<file path="config.mk">
export PLATFORM = sky130hd
export DESIGN_NAME = micro_ctrl_fsm
export DESIGN_NICKNAME = d
export VERILOG_FILES = /design/src/rtl/micro_ctrl_fsm_pkg.sv /design/src/rtl/micro_instr_decode.sv /design/src/rtl/micro_ctrl_fsm.sv
export SDC_FILE = /design/constraint.sdc
export NUM_CORES = 1
export LEC_CHECK = 0
export ABC_CLOCK_PERIOD_IN_PS = 3600
export CAP_MARGIN = 20
export CELL_PAD_IN_SITES_DETAIL_PLACEMENT = 0
export CELL_PAD_IN_SITES_GLOBAL_PLACEMENT = 2
export CORE_MARGIN = 2
export CORE_UTILIZATION = 26
export DETAILED_ROUTE_END_ITERATION = 16
export GPL_TIMING_DRIVEN = 0
export PLACE_DENSITY = 0.91
export SETUP_SLACK_MARGIN = 0.05
export SYNTH_ARGS = -nofsm -noshare
export SYNTH_HDL_FRONTEND = slang
export SYNTH_SLANG_ARGS = --single-unit
</file>
<file path="constraint.sdc">
create_clock -name clk -period 3.6 [get_ports clk]
set_clock_uncertainty 0.2 [all_clocks]
set_input_delay 0.72 -clock clk [delete_from_list [all_inputs] [get_ports clk]]
set_output_delay 0.72 -clock clk [all_outputs]
set_load 0.005 [all_outputs]
</file>
<file path="src/rtl/micro_ctrl_fsm_pkg.sv">
// Shared constants for the Fibonacci microprocessor control path.
// Holds the ALU opcode set, major opcodes, instruction field positions,
// the control FSM state type and the ALU opcode legality check.
package micro_ctrl_fsm_pkg;

  // ALU opcodes; 0111 and 1100-1111 are unassigned
  localparam logic [3:0] ALU_ADD  = 4'b0000;
  localparam logic [3:0] ALU_SUB  = 4'b0001;
  localparam logic [3:0] ALU_AND  = 4'b0010;
  localparam logic [3:0] ALU_OR   = 4'b0011;
  localparam logic [3:0] ALU_XOR  = 4'b0100;
  localparam logic [3:0] ALU_EQ   = 4'b0101;
  localparam logic [3:0] ALU_SLT  = 4'b0110;
  localparam logic [3:0] ALU_SLTU = 4'b1000;
  localparam logic [3:0] ALU_SLL  = 4'b1001;
  localparam logic [3:0] ALU_SRL  = 4'b1010;
  localparam logic [3:0] ALU_SRA  = 4'b1011;

  // Major opcodes
  localparam logic [3:0] OP_R    = 4'h0;
  localparam logic [3:0] OP_I    = 4'h1;
  localparam logic [3:0] OP_BR   = 4'h2;
  localparam logic [3:0] OP_JMP  = 4'h3;
  localparam logic [3:0] OP_HALT = 4'hF;

  // Instruction field bit positions
  localparam int F_MAJ_MSB = 31;
  localparam int F_MAJ_LSB = 28;
  localparam int F_OP_MSB  = 27;
  localparam int F_OP_LSB  = 24;
  localparam int F_RD_MSB  = 23;
  localparam int F_RD_LSB  = 20;
  localparam int F_RS1_MSB = 19;
  localparam int F_RS1_LSB = 16;
  localparam int F_RS2_MSB = 15;
  localparam int F_RS2_LSB = 12;
  localparam int F_IMM_MSB = 11;

  typedef enum logic [2:0] {
    IDLE,
    FETCH,
    DECODE,
    EXECUTE,
    WRITEBACK,
    HALT
  } state_e;

  function automatic logic alu_op_legal(input logic [3:0] op);
    case (op)
      ALU_ADD, ALU_SUB, ALU_AND, ALU_OR, ALU_XOR, ALU_EQ,
      ALU_SLT, ALU_SLTU, ALU_SLL, ALU_SRL, ALU_SRA: return 1'b1;
      default:                                      return 1'b0;
    endcase
  endfunction

endpackage

</file>
<file path="src/rtl/micro_instr_decode.sv">
// Combinational instruction decoder: splits a 32-bit instruction word into
// its fields, sign-extends the 12-bit immediate and flags illegal encodings.
// Ports:
//   instr_i   instruction word
//   major_o   major opcode [31:28]
//   alu_op_o  ALU opcode [27:24]
//   rd_o      destination register [23:20]
//   rs1_o     first source register [19:16]
//   rs2_o     second source register [15:12]
//   imm_o     sign-extended [11:0]
//   legal_o   1 when major and (where relevant) alu_op are defined
module micro_instr_decode
  import micro_ctrl_fsm_pkg::*;
#(
  parameter int DATA_W = 32
) (
  input  logic [31:0]       instr_i,
  output logic [3:0]        major_o,
  output logic [3:0]        alu_op_o,
  output logic [3:0]        rd_o,
  output logic [3:0]        rs1_o,
  output logic [3:0]        rs2_o,
  output logic [DATA_W-1:0] imm_o,
  output logic              legal_o
);

  assign major_o  = instr_i[F_MAJ_MSB:F_MAJ_LSB];
  assign alu_op_o = instr_i[F_OP_MSB:F_OP_LSB];
  assign rd_o     = instr_i[F_RD_MSB:F_RD_LSB];
  assign rs1_o    = instr_i[F_RS1_MSB:F_RS1_LSB];
  assign rs2_o    = instr_i[F_RS2_MSB:F_RS2_LSB];
  assign imm_o    = {{(DATA_W-12){instr_i[F_IMM_MSB]}}, instr_i[F_IMM_MSB:0]};

  // JMP and HALT ignore the alu_op field, so any value there is accepted
  always_comb begin
    legal_o = 1'b0;
    case (major_o)
      OP_R, OP_I, OP_BR: legal_o = alu_op_legal(alu_op_o);
      OP_JMP, OP_HALT:   legal_o = 1'b1;
      default:           legal_o = 1'b0;
    endcase
  end

endmodule

</file>
<file path="src/rtl/micro_ctrl_fsm.sv">
// Multi-cycle control unit: fetches instructions over a variable-latency
// handshake, decodes them, drives ALU and register-file controls and
// resolves branches/jumps from the ALU result.
// Ports:
//   clk, rst              clock, synchronous active-high reset
//   start                 leaves IDLE (ignored elsewhere)
//   imem_req/addr         fetch request and word address (FETCH only)
//   imem_valid/rdata      fetch response, honoured only in FETCH
//   alu_op/alu_src_imm    ALU controls, meaningful in EXECUTE
//   imm                   sign-extended immediate of the current instruction
//   alu_result            combinational ALU output, bit 0 decides branches
//   rf_ra1/ra2/wa/we      register-file addresses and write enable
//   pc, halted, illegal   program counter and sticky status
//   retired               saturating retired-instruction count
module micro_ctrl_fsm
  import micro_ctrl_fsm_pkg::*;
#(
  parameter int              DATA_W   = 32,
  parameter int              PC_W     = 8,
  parameter logic [PC_W-1:0] RESET_PC = '0
) (
  input  logic              clk,
  input  logic              rst,
  input  logic              start,
  output logic              imem_req,
  output logic [PC_W-1:0]   imem_addr,
  input  logic              imem_valid,
  input  logic [31:0]       imem_rdata,
  output logic [3:0]        alu_op,
  output logic              alu_src_imm,
  output logic [DATA_W-1:0] imm,
  input  logic [DATA_W-1:0] alu_result,
  output logic [3:0]        rf_ra1,
  output logic [3:0]        rf_ra2,
  output logic [3:0]        rf_wa,
  output logic              rf_we,
  output logic [PC_W-1:0]   pc,
  output logic              halted,
  output logic              illegal,
  output logic [31:0]       retired
);

  state_e          state_q, state_d;
  logic [PC_W-1:0] pc_q, pc_d;
  logic [31:0]     ir_q, ir_d;
  logic [31:0]     retired_q, retired_d;
  logic            halted_q, halted_d;
  logic            illegal_q, illegal_d;

  logic [3:0]        dec_major, dec_op, dec_rd, dec_rs1, dec_rs2;
  logic [DATA_W-1:0] dec_imm;
  logic              dec_legal;

  // Only bit 0 of the ALU result steers control flow
  logic unused_alu_hi;
  assign unused_alu_hi = ^alu_result[DATA_W-1:1];

  function automatic logic [31:0] sat_inc(input logic [31:0] v);
    return (v == 32'hFFFF_FFFF) ? v : v + 32'd1;
  endfunction

  micro_instr_decode #(.DATA_W(DATA_W)) u_dec (
    .instr_i  (ir_q),
    .major_o  (dec_major),
    .alu_op_o (dec_op),
    .rd_o     (dec_rd),
    .rs1_o    (dec_rs1),
    .rs2_o    (dec_rs2),
    .imm_o    (dec_imm),
    .legal_o  (dec_legal)
  );

  always_ff @(posedge clk) begin
    if (rst) begin
      state_q   <= IDLE;
      pc_q      <= RESET_PC;
      ir_q      <= '0;
      retired_q <= '0;
      halted_q  <= 1'b0;
      illegal_q <= 1'b0;
    end else begin
      state_q   <= state_d;
      pc_q      <= pc_d;
      ir_q      <= ir_d;
      retired_q <= retired_d;
      halted_q  <= halted_d;
      illegal_q <= illegal_d;
    end
  end

  always_comb begin
    state_d     = state_q;
    pc_d        = pc_q;
    ir_d        = ir_q;
    retired_d   = retired_q;
    halted_d    = halted_q;
    illegal_d   = illegal_q;
    imem_req    = 1'b0;
    alu_op      = ALU_ADD;
    alu_src_imm = 1'b0;
    rf_we       = 1'b0;
    case (state_q)
      IDLE: begin
        if (start) begin
          state_d = FETCH;
          pc_d    = RESET_PC;
        end
      end
      FETCH: begin
        imem_req = 1'b1;
        if (imem_valid) begin
          ir_d    = imem_rdata;
          state_d = DECODE;
        end
      end
      DECODE: begin
        if (!dec_legal) begin
          state_d   = HALT;
          halted_d  = 1'b1;
          illegal_d = 1'b1;
        end else if (dec_major == OP_HALT) begin
          state_d   = HALT;
          halted_d  = 1'b1;
          retired_d = sat_inc(retired_q);
        end else begin
          state_d = EXECUTE;
        end
      end
      EXECUTE: begin
        case (dec_major)
          OP_R: begin
            alu_op  = dec_op;
            state_d = WRITEBACK;
          end
          OP_I: begin
            alu_op      = dec_op;
            alu_src_imm = 1'b1;
            state_d     = WRITEBACK;
          end
          OP_BR: begin
            alu_op    = dec_op;
            pc_d      = alu_result[0] ? pc_q + dec_imm[PC_W-1:0] : pc_q + PC_W'(1);
            retired_d = sat_inc(retired_q);
            state_d   = FETCH;
          end
          OP_JMP: begin
            pc_d      = dec_imm[PC_W-1:0];
            retired_d = sat_inc(retired_q);
            state_d   = FETCH;
          end
          // DECODE filters every other major value; park safely if reached
          default: begin
            state_d  = HALT;
            halted_d = 1'b1;
          end
        endcase
      end
      WRITEBACK: begin
        // r0 is hardwired to zero, so writes to it are suppressed
        rf_we     = (dec_rd != 4'd0);
        pc_d      = pc_q + PC_W'(1);
        retired_d = sat_inc(retired_q);
        state_d   = FETCH;
      end
      HALT: begin
        state_d = HALT;
      end
      default: begin
        state_d = IDLE;
      end
    endcase
  end

  assign imem_addr = imem_req ? pc_q : '0;
  assign imm       = dec_imm;
  assign rf_ra1    = dec_rs1;
  assign rf_ra2    = dec_rs2;
  assign rf_wa     = dec_rd;
  assign pc        = pc_q;
  assign halted    = halted_q;
  assign illegal   = illegal_q;
  assign retired   = retired_q;

endmodule

</file>
==> results of run 1 <==
cell families (layout without fill, tap and decap cells):
logic type | after synthesis | count (layout)
xor+xnor | 7 | 7
compound gates | 141 | 141
flops | 78 | 78
buf+inv | 66 | 219
mux | 11 | 11
other cells | 0 | 1
fa+ha+maj | 10 | 10
simple gates | 259 | 259
cell usage in the layout (no fill, tap or decap), types with 14 or more instances in the layout:
cell,count
clkdlybuf4s50_1,135
nand2_1,89
clkbuf_1,26
o31ai_1,17
a21oi_1,68
nand3_1,14
dfxtp_1,78
nor2b_1,15
buf_4,23
or4_1,16
nor2_1,43
o21ai_0,20
power by group through the flow:
stage                     clock, W  combinational, W  sequential, W
after floorplan                  0          0.000186       0.000944
final                     0.000891          0.000359       0.000935
after global routing      0.000949          0.000396       0.000940
after global placement           0          0.000352       0.000952
after CTS                 0.000914          0.000361       0.000935
after detailed placement         0          0.000358       0.000954
final timing paths:
check,start,slack [ns],endpoint
setup / recovery,state_q[1],0.28,alu_op[0]
hold / removal,illegal,0.25,illegal
setup reg to reg,ir_q[29],0.81,retired[16]
hold reg to reg,illegal,0.25,illegal
sequential cells by signal (all words and copies together) (netlist names), named ones only:
signal,count
pc,8
illegal,1
retired,32
ir_q,32
state_q,3
halted,1
worst max-delay path, delay by kind of cell (launching register included):
family / cells / cell delay (ns)
AO/OA/AOI/OAI: 1 / 0.41
buffers and inverters: 2 / 0.80
flip-flops: 1 / 0.40
AND/OR/NAND/NOR: 2 / 0.44
cell type report:
cell class	instances	area (um^2)	area share (%)
Sequential cell	78	1562	24.55
Buffer	55	295.3	4.643
Tap cell	220	275.3	4.328
Clock inverter	3	17.52	0.2754
Antenna cell	1	2.502	0.03935
Multi-Input combinational cell	428	2530	39.78
Clock buffer	13	270.3	4.249
Inverter	11	41.29	0.6492
Timing Repair Buffer	137	1366	21.48
metrics by stage:
step                      hold WS, ns  worst slack (ns)
after floorplan                0.2420             1.288
after global placement         0.2421            0.1243
after detailed placement       0.2386          0.005567
after CTS                      0.2479           0.07653
after global routing           0.2676            0.1429
final                          0.2482            0.2808
timing repair:
item | 4_1_cts | 5_1_grt
buffers inserted | 2 | 0
setup endpoints to repair | 5 | 5
gates resized for setup | 1 | 3
pin swaps | 1 | 0
layer usage:
layer | GRT usage [%] | share of wire, %
met5 | 0 | 0
met4 | 8.012 | 2.6
met3 | 2.494 | 5.1
met2 | 26.87 | 48
met1 | 21.09 | 45
==> impl_results.md, run 1 <==
- Status: completed
- Synth cell types: 61
- CP Max Fanout: 10
- Net Sw Frac: 26.69%
- Worst skew pair latency: 0.35 ns
- Most common cell in the netlist: nand2_1
- Sequential Power Share: 42.8%
- Rel. slew slack: 33.89%
- Startpoint types: register
- Post-CTS Hold Buffers: 0
- Clk root buf: clkbuf_16
- Avg WL per Cell: 15.90 um
- Slowest stage delay, CP: 0.52 ns
- Vias per std cell: 5.032
- DRC Markers: 0
- CTS sink cnt: 78
- Cells after DPL: 927
- Net count after synthesis: 650
- Share of the synthesized area in the top cell type: 35.36%
- Clock power share: 40.8%
- CTS Buffer Depth: 2
- Final worst-path cycle share: 92.20%
- Total CTS buffers: 9
- FF+latch count, synth: 78
- Htree depth: 3
- Worst VDD drop: 192.9 uV
- Leak pwr: 2.145 nW
- Die Area: 18040 um^2
- Critical Path AT: 2.40 ns
- Layout Utilization: 38.35%
- Global route overflow: 0
- Gr usage total: 16.42%
- EDFF count, synth: 0
- DP Wirelength: 11160 um
- Cell Area, Synth: 4415 um^2
- # nets final: 798
- Largest net degree at the start of global routing: 23
- Top cells by area, synth: dfxtp_1, a21oi_1, nand2_1, nor2_1, buf_4
- Pins Over Slew Limit: 0
- Tmin final: 3.319 ns
- FFs w/ async S/R, synth: 0%
- DRT iter0 DRCs: 298
- Syn_area_per_cell: 7.719 um^2
- Critical Path RT: 2.68 ns
- RSZ-0062 raised after global routing: no
- Crit path max-delay cell type: clkdlybuf4s50_1
- Post-placement cell area: 6042 um^2
- Setup total negative slack: 0 ns
- Adder-Cell Fraction of Synth Area: 3.004%
- Hold Vio Cnt, Final: 0
- Comb pwr share: 16.4%
- Layout cells sized above 1: 9.379%
- Yosys warnings: 0
- Clk pin slew, worst setup/hold paths: 0.06 ns
- Final std cells w/o fill: 946
- # setup viols final: 0
- GPL Wtd Cong: 0.8877
- Worst hold path class: reg2reg
- Total Wirelength: 15050 um
- Post-synthesis simple-gate area fraction: 30.07%
- Compound-Gate Fraction of Synth Area: 19.78%
- DR vias: 4760
- Post-synthesis sequential area ratio: 35.36%
- Fillers: 1713
- Cell area after layout: 6360 um^2
- IO buf count: 135
- Multiplexer share of the synthesized area: 2.805%
- Die Y-Extent: 134.3 um
- Largest family of logic cells by synthesized area: simple AND/OR/NAND/NOR gates
- Worst Reg-to-Reg Cells: 7
- Sw power: 0.0005831 W
- Max Cap Viol: 0
- Pwr dens: 343.6 nW/um^2
- Commonest cells post-synth: nand2_1, dfxtp_1, a21oi_1, nor2_1, clkbuf_1
- First-pass GRT wire length: 23650 um
- CTS tree: built
- Cells on Worst Hold Path: 2
- Synth Flop Type: dfxtp_1
- P&R area growth vs syn: 44.04%
- Power, Total: 0.002185 W
- Vias in the first global route: 4491
- Cell taking the most area after synthesis: dfxtp_1
- Worst-path cell chain: clkbuf_2, nand3b_1, a211oi_2, and2_1, clkdlybuf4s50_1
- Cell Rows: 47
- Initial antenna violation count: 1
- Post-route ant nets: 0
- Top-Level Pins: 169
- Core area: 16580 um^2
- Synth Instances: 572
- Internal: 0.001602 W
- Crit path kind: reg2out
- XOR/XNOR Fraction of Synth Area: 1.388%
- Worst Setup End Kind: output pin
- Fmax: 301.3 MHz
- DR pass1 iterations: 5
- Initial Util: 26.63%
- Die width: 134.3 um
- Least-Margin Pin Slew: 0.9783 ns
(Power assumes the default switching activity.)
==> run 2, diff against run 1 <==
--- a/config.mk
+++ b/config.mk
@@ -5,15 +5,17 @@
 export SDC_FILE = /design/constraint.sdc
 export NUM_CORES = 1
 export LEC_CHECK = 0
-export ABC_CLOCK_PERIOD_IN_PS = 3600
+export ABC_CLOCK_PERIOD_IN_PS = 3200
 export CAP_MARGIN = 20
 export CELL_PAD_IN_SITES_DETAIL_PLACEMENT = 0
 export CELL_PAD_IN_SITES_GLOBAL_PLACEMENT = 2
 export CORE_MARGIN = 2
-export CORE_UTILIZATION = 26
+export CORE_UTILIZATION = 30
 export DETAILED_ROUTE_END_ITERATION = 16
+export DONT_BUFFER_PORTS = 1
+export GPL_ROUTABILITY_DRIVEN = 0
 export GPL_TIMING_DRIVEN = 0
-export PLACE_DENSITY = 0.91
+export PLACE_DENSITY = 0.76
 export SETUP_SLACK_MARGIN = 0.05
 export SYNTH_ARGS = -nofsm -noshare
 export SYNTH_HDL_FRONTEND = slang
==> constraint.sdc (replaced) <==
create_clock -name clk -period 3.2 [get_ports clk]
set_clock_uncertainty 0.2 [all_clocks]
set_input_delay 0.64 -clock clk [delete_from_list [all_inputs] [get_ports clk]]
set_output_delay 0.64 -clock clk [all_outputs]
set_load 0.005 [all_outputs]
==> run 2 against run 1 <==
  * Global-route usage is 0.89 points higher
  * Utilization is 4.1 points lower
  * Largest power group unchanged
  * Largest cell class unchanged
  * Via count is 13% lower
  * Count of clock-buffer cells in the layout is 2 lower
  * Sequential share of layout area is 7.0 points higher
  * Combinational power is 24% lower
==> impl_results.md, run 2 (synthesis gave the netlist of run 1 again) <==
- WP depth: 4 (-1)
- Largest net degree at the start of global routing: 23 (unchanged)
- Worst hold path class: in2reg
- DR vias: 4164 (-13%)
- Crit path kind: reg2out
- Total CTS buffers: 9 (unchanged)
- Max Cap Viol: 0 (unchanged)
- P&R area growth vs syn: 12.24%
- First-pass GRT wire length: 21640 um (-8.5%)
- CTS Buffer Depth: 2 (unchanged)
- Commonest non-fill, non-tap cell in the layout: nand2_1
- Worst r2r src: ir_q[29]
- Critical Path RT: 2.36 ns (-0.32 ns)
- # setup viols final: 0 (unchanged)
- Most utilized layer in the global route result: met2
- # nets final: 664 (-17%)
- Vias per std cell: 5.373 (+6.8%)
- Setup total negative slack: 0 ns (unchanged)
- Clk pin slew, worst setup/hold paths: 0.06 ns (about the same)
- CTS sink cnt: 78 (unchanged)
- Crit path from: state_q[1]
- Total Wirelength: 13870 um (-7.8%)
- Worst Setup End Kind: output pin
- Reg2Reg Setup Slack: 0.44 ns (-0.37 ns)
- Core area: 14480 um^2 (-13%)
- Global Route met3 Usage: 5.991% (+3.5 points)
- Vias in the first global route: 3950 (-12%)
- Layout Utilization: 34.23% (-4.1 points)
- Fmax: 352.2 MHz
- Critical Path AT: 2.00 ns (-0.40 ns)
- Worst Reg-to-Reg Cells: 7 (unchanged)
- Final worst-path cycle share: 88.72%
- Least-Margin Pin Slew: 0.8730 ns (-0.1053 ns)
- Layout cells sized above 1: 11.17% (+1.8 points)
- Pins Over Slew Limit: 0 (unchanged)
- Avg WL per Cell: 17.90 um (+13%)
- Initial Util: 30.50% (+3.9 points)
- Rel. slew slack: 41.01% (+7.1 points)
- Worst VDD drop: 236.1 uV (+22%)
- Startpoint types: register
- Reg-to-Reg End: retired[19]
- DR pass1 iterations: 5 (unchanged)
- DRT iter0 DRCs: 197 (-34%)
- Gr usage total: 17.31% (+0.89 points)
- Die Area: 15710 um^2 (-13%)
- Buf/Inv on CP: 2 (unchanged)
- CP delay by family, top: simple AND/OR/NAND/NOR gates
- Clk root buf: clkbuf_16
- RSZ-0062 raised after global routing: no
- Hold Vio Cnt, Final: 0 (unchanged)
- Die Y-Extent: 125.3 um (-6.7%)
- IO buf count: 0 (-100%)
- Worst skew pair latency: 0.34 ns (about the same)
- CTS tree: built
- Final WS setup: 0.3609 ns (+0.08015 ns)
- Slowest stage delay, CP: 0.49 ns (-0.03 ns)
- Post-route ant nets: 0 (unchanged)
- Die width: 125.3 um (-6.7%)
- Status: completed
- DRC Markers: 0 (unchanged)
- GRT met2 Usage: 29.44% (+2.6 points)
- Initial antenna violation count: 0 (-1)
- Critical Path End: alu_src_imm
- Worst slack at placement: 0.3291 ns (+0.3235 ns)
- Worst-path cell chain: clkbuf_1, nand3b_1, buf_4, nor4b_1
- CP Max Fanout: 10 (unchanged)
- Global route overflow: 0 (unchanged)
- Cell Rows: 44 (-6.4%)
- N_diodes: 0 (-1)
- Crit path max-delay cell type: nor4b_1
- DP Wirelength: 10270 um (-8.0%)
- Tmin final: 2.839 ns
- Leak pwr: 1.669 nW (-22%)
- Htree depth: 3 (unchanged)
- Most frequent cells in the layout: nand2_1, dfxtp_1, a21oi_1
- Pwr dens: 472.0 nW/um^2 (+37%)
- Met1 Use GR: 21.26% (+0.16 points)
- Top-Level Pins: 169 (unchanged)
[run 2: final cells by class]
cell class	count	area, um^2
inverters	11	41.29
plain buffers	55	294.0
clock buffers	11	232.7
multi-input cells	428	2524
clock inverters	5	50.05
repair buffers	3	22.52
well taps	184	230.2
flip-flops and latches	78	1562
fillers	1542	9523
[run 2: per-layer routing]
metal / vias to the layer above / part of all wire, %
li1: 2075 / -
met5: - / 0
met1: 1980 / 43
met4: 0 / 1.1
met2: 99 / 49
met3: 10 / 6.4
[run 2: power by group]
part	switching [W]	internal, W	total (W)
combinational	0.000170	0.000103	0.000273
sequential	0.0000514	0.00101	0.00106
clock	0.000410	0.000599	0.00101
total	0.000631	0.00171	0.00234
[run 2: how the worst min path moves through the flow]
| stage | slack (ns) | startpoint | to | cells past startpoint |
|---|---|---|---|---|
| 3_3_place_gp | 0.26 | ir_q[26] | ir_q[26] | 2 |
| 6_report | 0.23 | imem_rdata[31] | ir_q[31] | 2 |
| 5_1_grt | 0.23 | imem_rdata[15] | ir_q[15] | 2 |
| 3_5_place_dp | 0.27 | ir_q[25] | ir_q[25] | 2 |
| 2_1_floorplan | 0.24 | illegal | illegal | 2 |
| 4_1_cts | 0.22 | imem_rdata[31] | ir_q[31] | 2 |
[run 2: stage by stage]
stage	cell area (um^2)	power [W]	hold slack, ns	cells
CTS	4933	0.002369	0.2157	772
finish	4956	0.002339	0.2306	775
floorplan	4415	0.001271	0.2420	572
detailed placement	4646	0.001353	0.2679	756
global route	4956	0.002438	0.2312	775
global placement	4646	0.001345	0.2622	756
[run 2: repair_timing]
action / in CTS / in global routing
gates cloned: 0 / 0
resized for setup: 1 / 0
pin swaps: 0 / 1
setup endpoints to repair: 4 / 5
hold buffers: 0 / 0
buffers inserted: 0 / 3
==> run 3, diff against run 2 <==
==> constraint.sdc (replaced) <==
create_clock -name clk -period 3.2 [get_ports clk]
set_clock_uncertainty 0.2 [all_clocks]
set_input_delay 0.8 -clock clk [delete_from_list [all_inputs] [get_ports clk]]
set_output_delay 0.8 -clock clk [all_outputs]
set_load 0.005 [all_outputs]
==> run 3 against run 2 <==
  * Critical path depth did not move
  * Global-route usage about the same
  * Largest cell class unchanged
  * Highest routed layer unchanged
  * Die area unchanged
  * Critical endpoint is now alu_op[1]
  * Largest power group unchanged
==> impl_results.md, run 3 (synthesis gave the netlist of run 1 again) <==
- Status: completed
- # setup viols final: 0 (unchanged)
- Worst VDD drop: 235.6 uV (-0.20%)
- Die Y-Extent: 125.3 um (unchanged)
- CTS sink cnt: 78 (unchanged)
- Commonest non-fill, non-tap cell in the layout: nand2_1
- Multi-input logic area: 2524 um^2 (unchanged)
- IO buf count: 0 (unchanged)
- First-pass GRT wire length: 21690 um (+0.22%)
- Vias in the first global route: 3956 (+0.15%)
- Tmin final: 2.965 ns (+0.1261 ns)
- Crit path kind: reg2out
- Clock power share: 43.1% (about the same)
- Initial Util: 30.50% (unchanged)
- Core area: 14480 um^2 (unchanged)
- Worst slack at placement: 0.1691 ns (-0.1600 ns)
- CTS Buffer Depth: 2 (unchanged)
- Comb pwr share: 11.6% (about the same)
- Worst skew pair latency: 0.34 ns (about the same)
- Critical Path AT: 1.97 ns (-0.03 ns)
- RSZ-0062 raised after global routing: no
- Cell Rows: 44 (unchanged)
- Fmax: 337.3 MHz (-4.3%)
- Rel. slew slack: 41.85% (+0.84 points)
- Sw power: 0.0006297 W (-0.15%)
- Worst Setup End Kind: output pin
- Total Wirelength: 13830 um (-0.33%)
- P&R area growth vs syn: 12.07%
- N_diodes: 0 (unchanged)
- Final WS setup: 0.2348 ns (-0.1261 ns)
- DR pass1 iterations: 5 (unchanged)
- Max Cap Viol: 0 (unchanged)
- Internal: 0.001708 W (about the same)
- Largest net degree at the start of global routing: 23 (unchanged)
- Clk root buf: clkbuf_16
- GRT met2 Usage: 29.38% (-0.064 points)
- Setup total negative slack: 0 ns (unchanged)
- Initial antenna violation count: 0 (unchanged)
- Net Sw Frac: 26.93% (about the same)
- DRT iter0 DRCs: 223 (+13%)
- DRC Markers: 0 (unchanged)
- CTS tree: built
- Fillers: 1540 (-0.13%)
- Die width: 125.3 um (unchanged)
- Vias per std cell: 5.410 (+0.68%)
- Met1 Use GR: 21.41% (+0.16 points)
- Avg WL per Cell: 17.86 um (-0.20%)
- Gr usage total: 17.34% (+0.036 points)
- Least-Margin Pin Slew: 0.8606 ns (-0.01244 ns)
- Post-CTS Hold Buffers: 0 (unchanged)
- Worst hold slack: 0.2732 ns (+0.04251 ns)
- Global Route met3 Usage: 5.991% (unchanged)
- Final worst-path cycle share: 92.66% (+3.9 points)
- Pins Over Slew Limit: 0 (unchanged)
- Register area: 1562 um^2 (unchanged)
- Worst hold path class: reg2reg
- Cell area after layout: 4949 um^2 (-0.15%)
- Startpoint types: register
- Die Area: 15710 um^2 (unchanged)
- Post-route ant nets: 0 (unchanged)
- # nets final: 663 (-0.15%)
- Reg2Reg Setup Slack: 0.46 ns (+0.02 ns)
- Sequential Power Share: 45.3% (about the same)
- Htree depth: 3 (unchanged)
- DR vias: 4187 (+0.55%)
- Clk pin slew, worst setup/hold paths: 0.06 ns (about the same)
- Leak pwr: 1.665 nW (-0.25%)
- CP Max Fanout: 10 (unchanged)
- Most frequent cells in the layout: nand2_1, dfxtp_1, a21oi_1
- Cells after DPL: 756 (unchanged)
- Top-Level Pins: 169 (unchanged)
- Critical Path RT: 2.20 ns (-0.16 ns)
- Final std cells w/o fill: 774 (-0.13%)
- Post-placement cell area: 4646 um^2 (unchanged)
- Total CTS buffers: 9 (unchanged)
- Layout cells sized above 1: 11.02% (-0.15 points)
- Pwr dens: 472.4 nW/um^2 (about the same)
- Most utilized layer in the global route result: met2
- DP Wirelength: 10270 um (unchanged)
- Hold Vio Cnt, Final: 0 (unchanged)
- Global route overflow: 0 (unchanged)
## run 3: cell types whose count changed in the layout (fill, tap and decap cells not counted), sizes merged
cell	before	now
buf	31	30
## run 3: final cells by class
class                           instances  area share (%)
Sequential cell                        78           31.56
Clock inverter                          5           1.011
Buffer                                 55           5.942
Tap cell                              184           4.652
Clock buffer                           11           4.703
Timing Repair Buffer                    2          0.3034
Inverter                               11          0.8344
Multi-Input combinational cell        428           51.00
## run 3: power groups by stage
stage,Clock (W),Combinational (W),Sequential [W]
after detailed placement,0,0.000272,0.00108
after global routing,0.00107,0.000309,0.00106
final,0.00101,0.000272,0.00106
after floorplan,0,0.000209,0.00106
after CTS,0.00104,0.000274,0.00106
after global placement,0,0.000266,0.00108
## run 3: path summary, 6_finish.rpt
path / startpoint / end / depth (start not counted)
worst max-delay path: state_q[1] / alu_op[1] / 4
worst min-delay path: ir_q[25] / ir_q[25] / 2
worst max register to register: ir_q[29] / retired[19] / 7
worst min register to register: ir_q[25] / ir_q[25] / 2
## run 3: timing repair
| item | CTS | global route |
|---|---|---|
| gates resized for setup | 1 | 0 |
| setup endpoints to repair | 5 | 0 |
| buffers inserted | 2 | 0 |
## run 3: per-stage QoR
step	total power (W)	util, %
2_1_floorplan	0.001271	-
5_1_grt	0.002438	34.18
6_report	0.002338	34.18
4_1_cts	0.002370	34.18
3_3_place_gp	0.001345	32.09
3_5_place_dp	0.001353	32.09
## run 3: metal layers
metal	vias to the layer above	wire length (um)
li1	2074	-
met1	1979	5953
met2	122	6738
met3	12	981
met4	0	151
met5	-	0
## run 3: critical path: stages, from the launching register on
cell and delay, ns:
dfxtp_1 0.39, clkbuf_1 0.38, nand3b_1 0.26, a211oi_2 0.37
and2_1 0.22
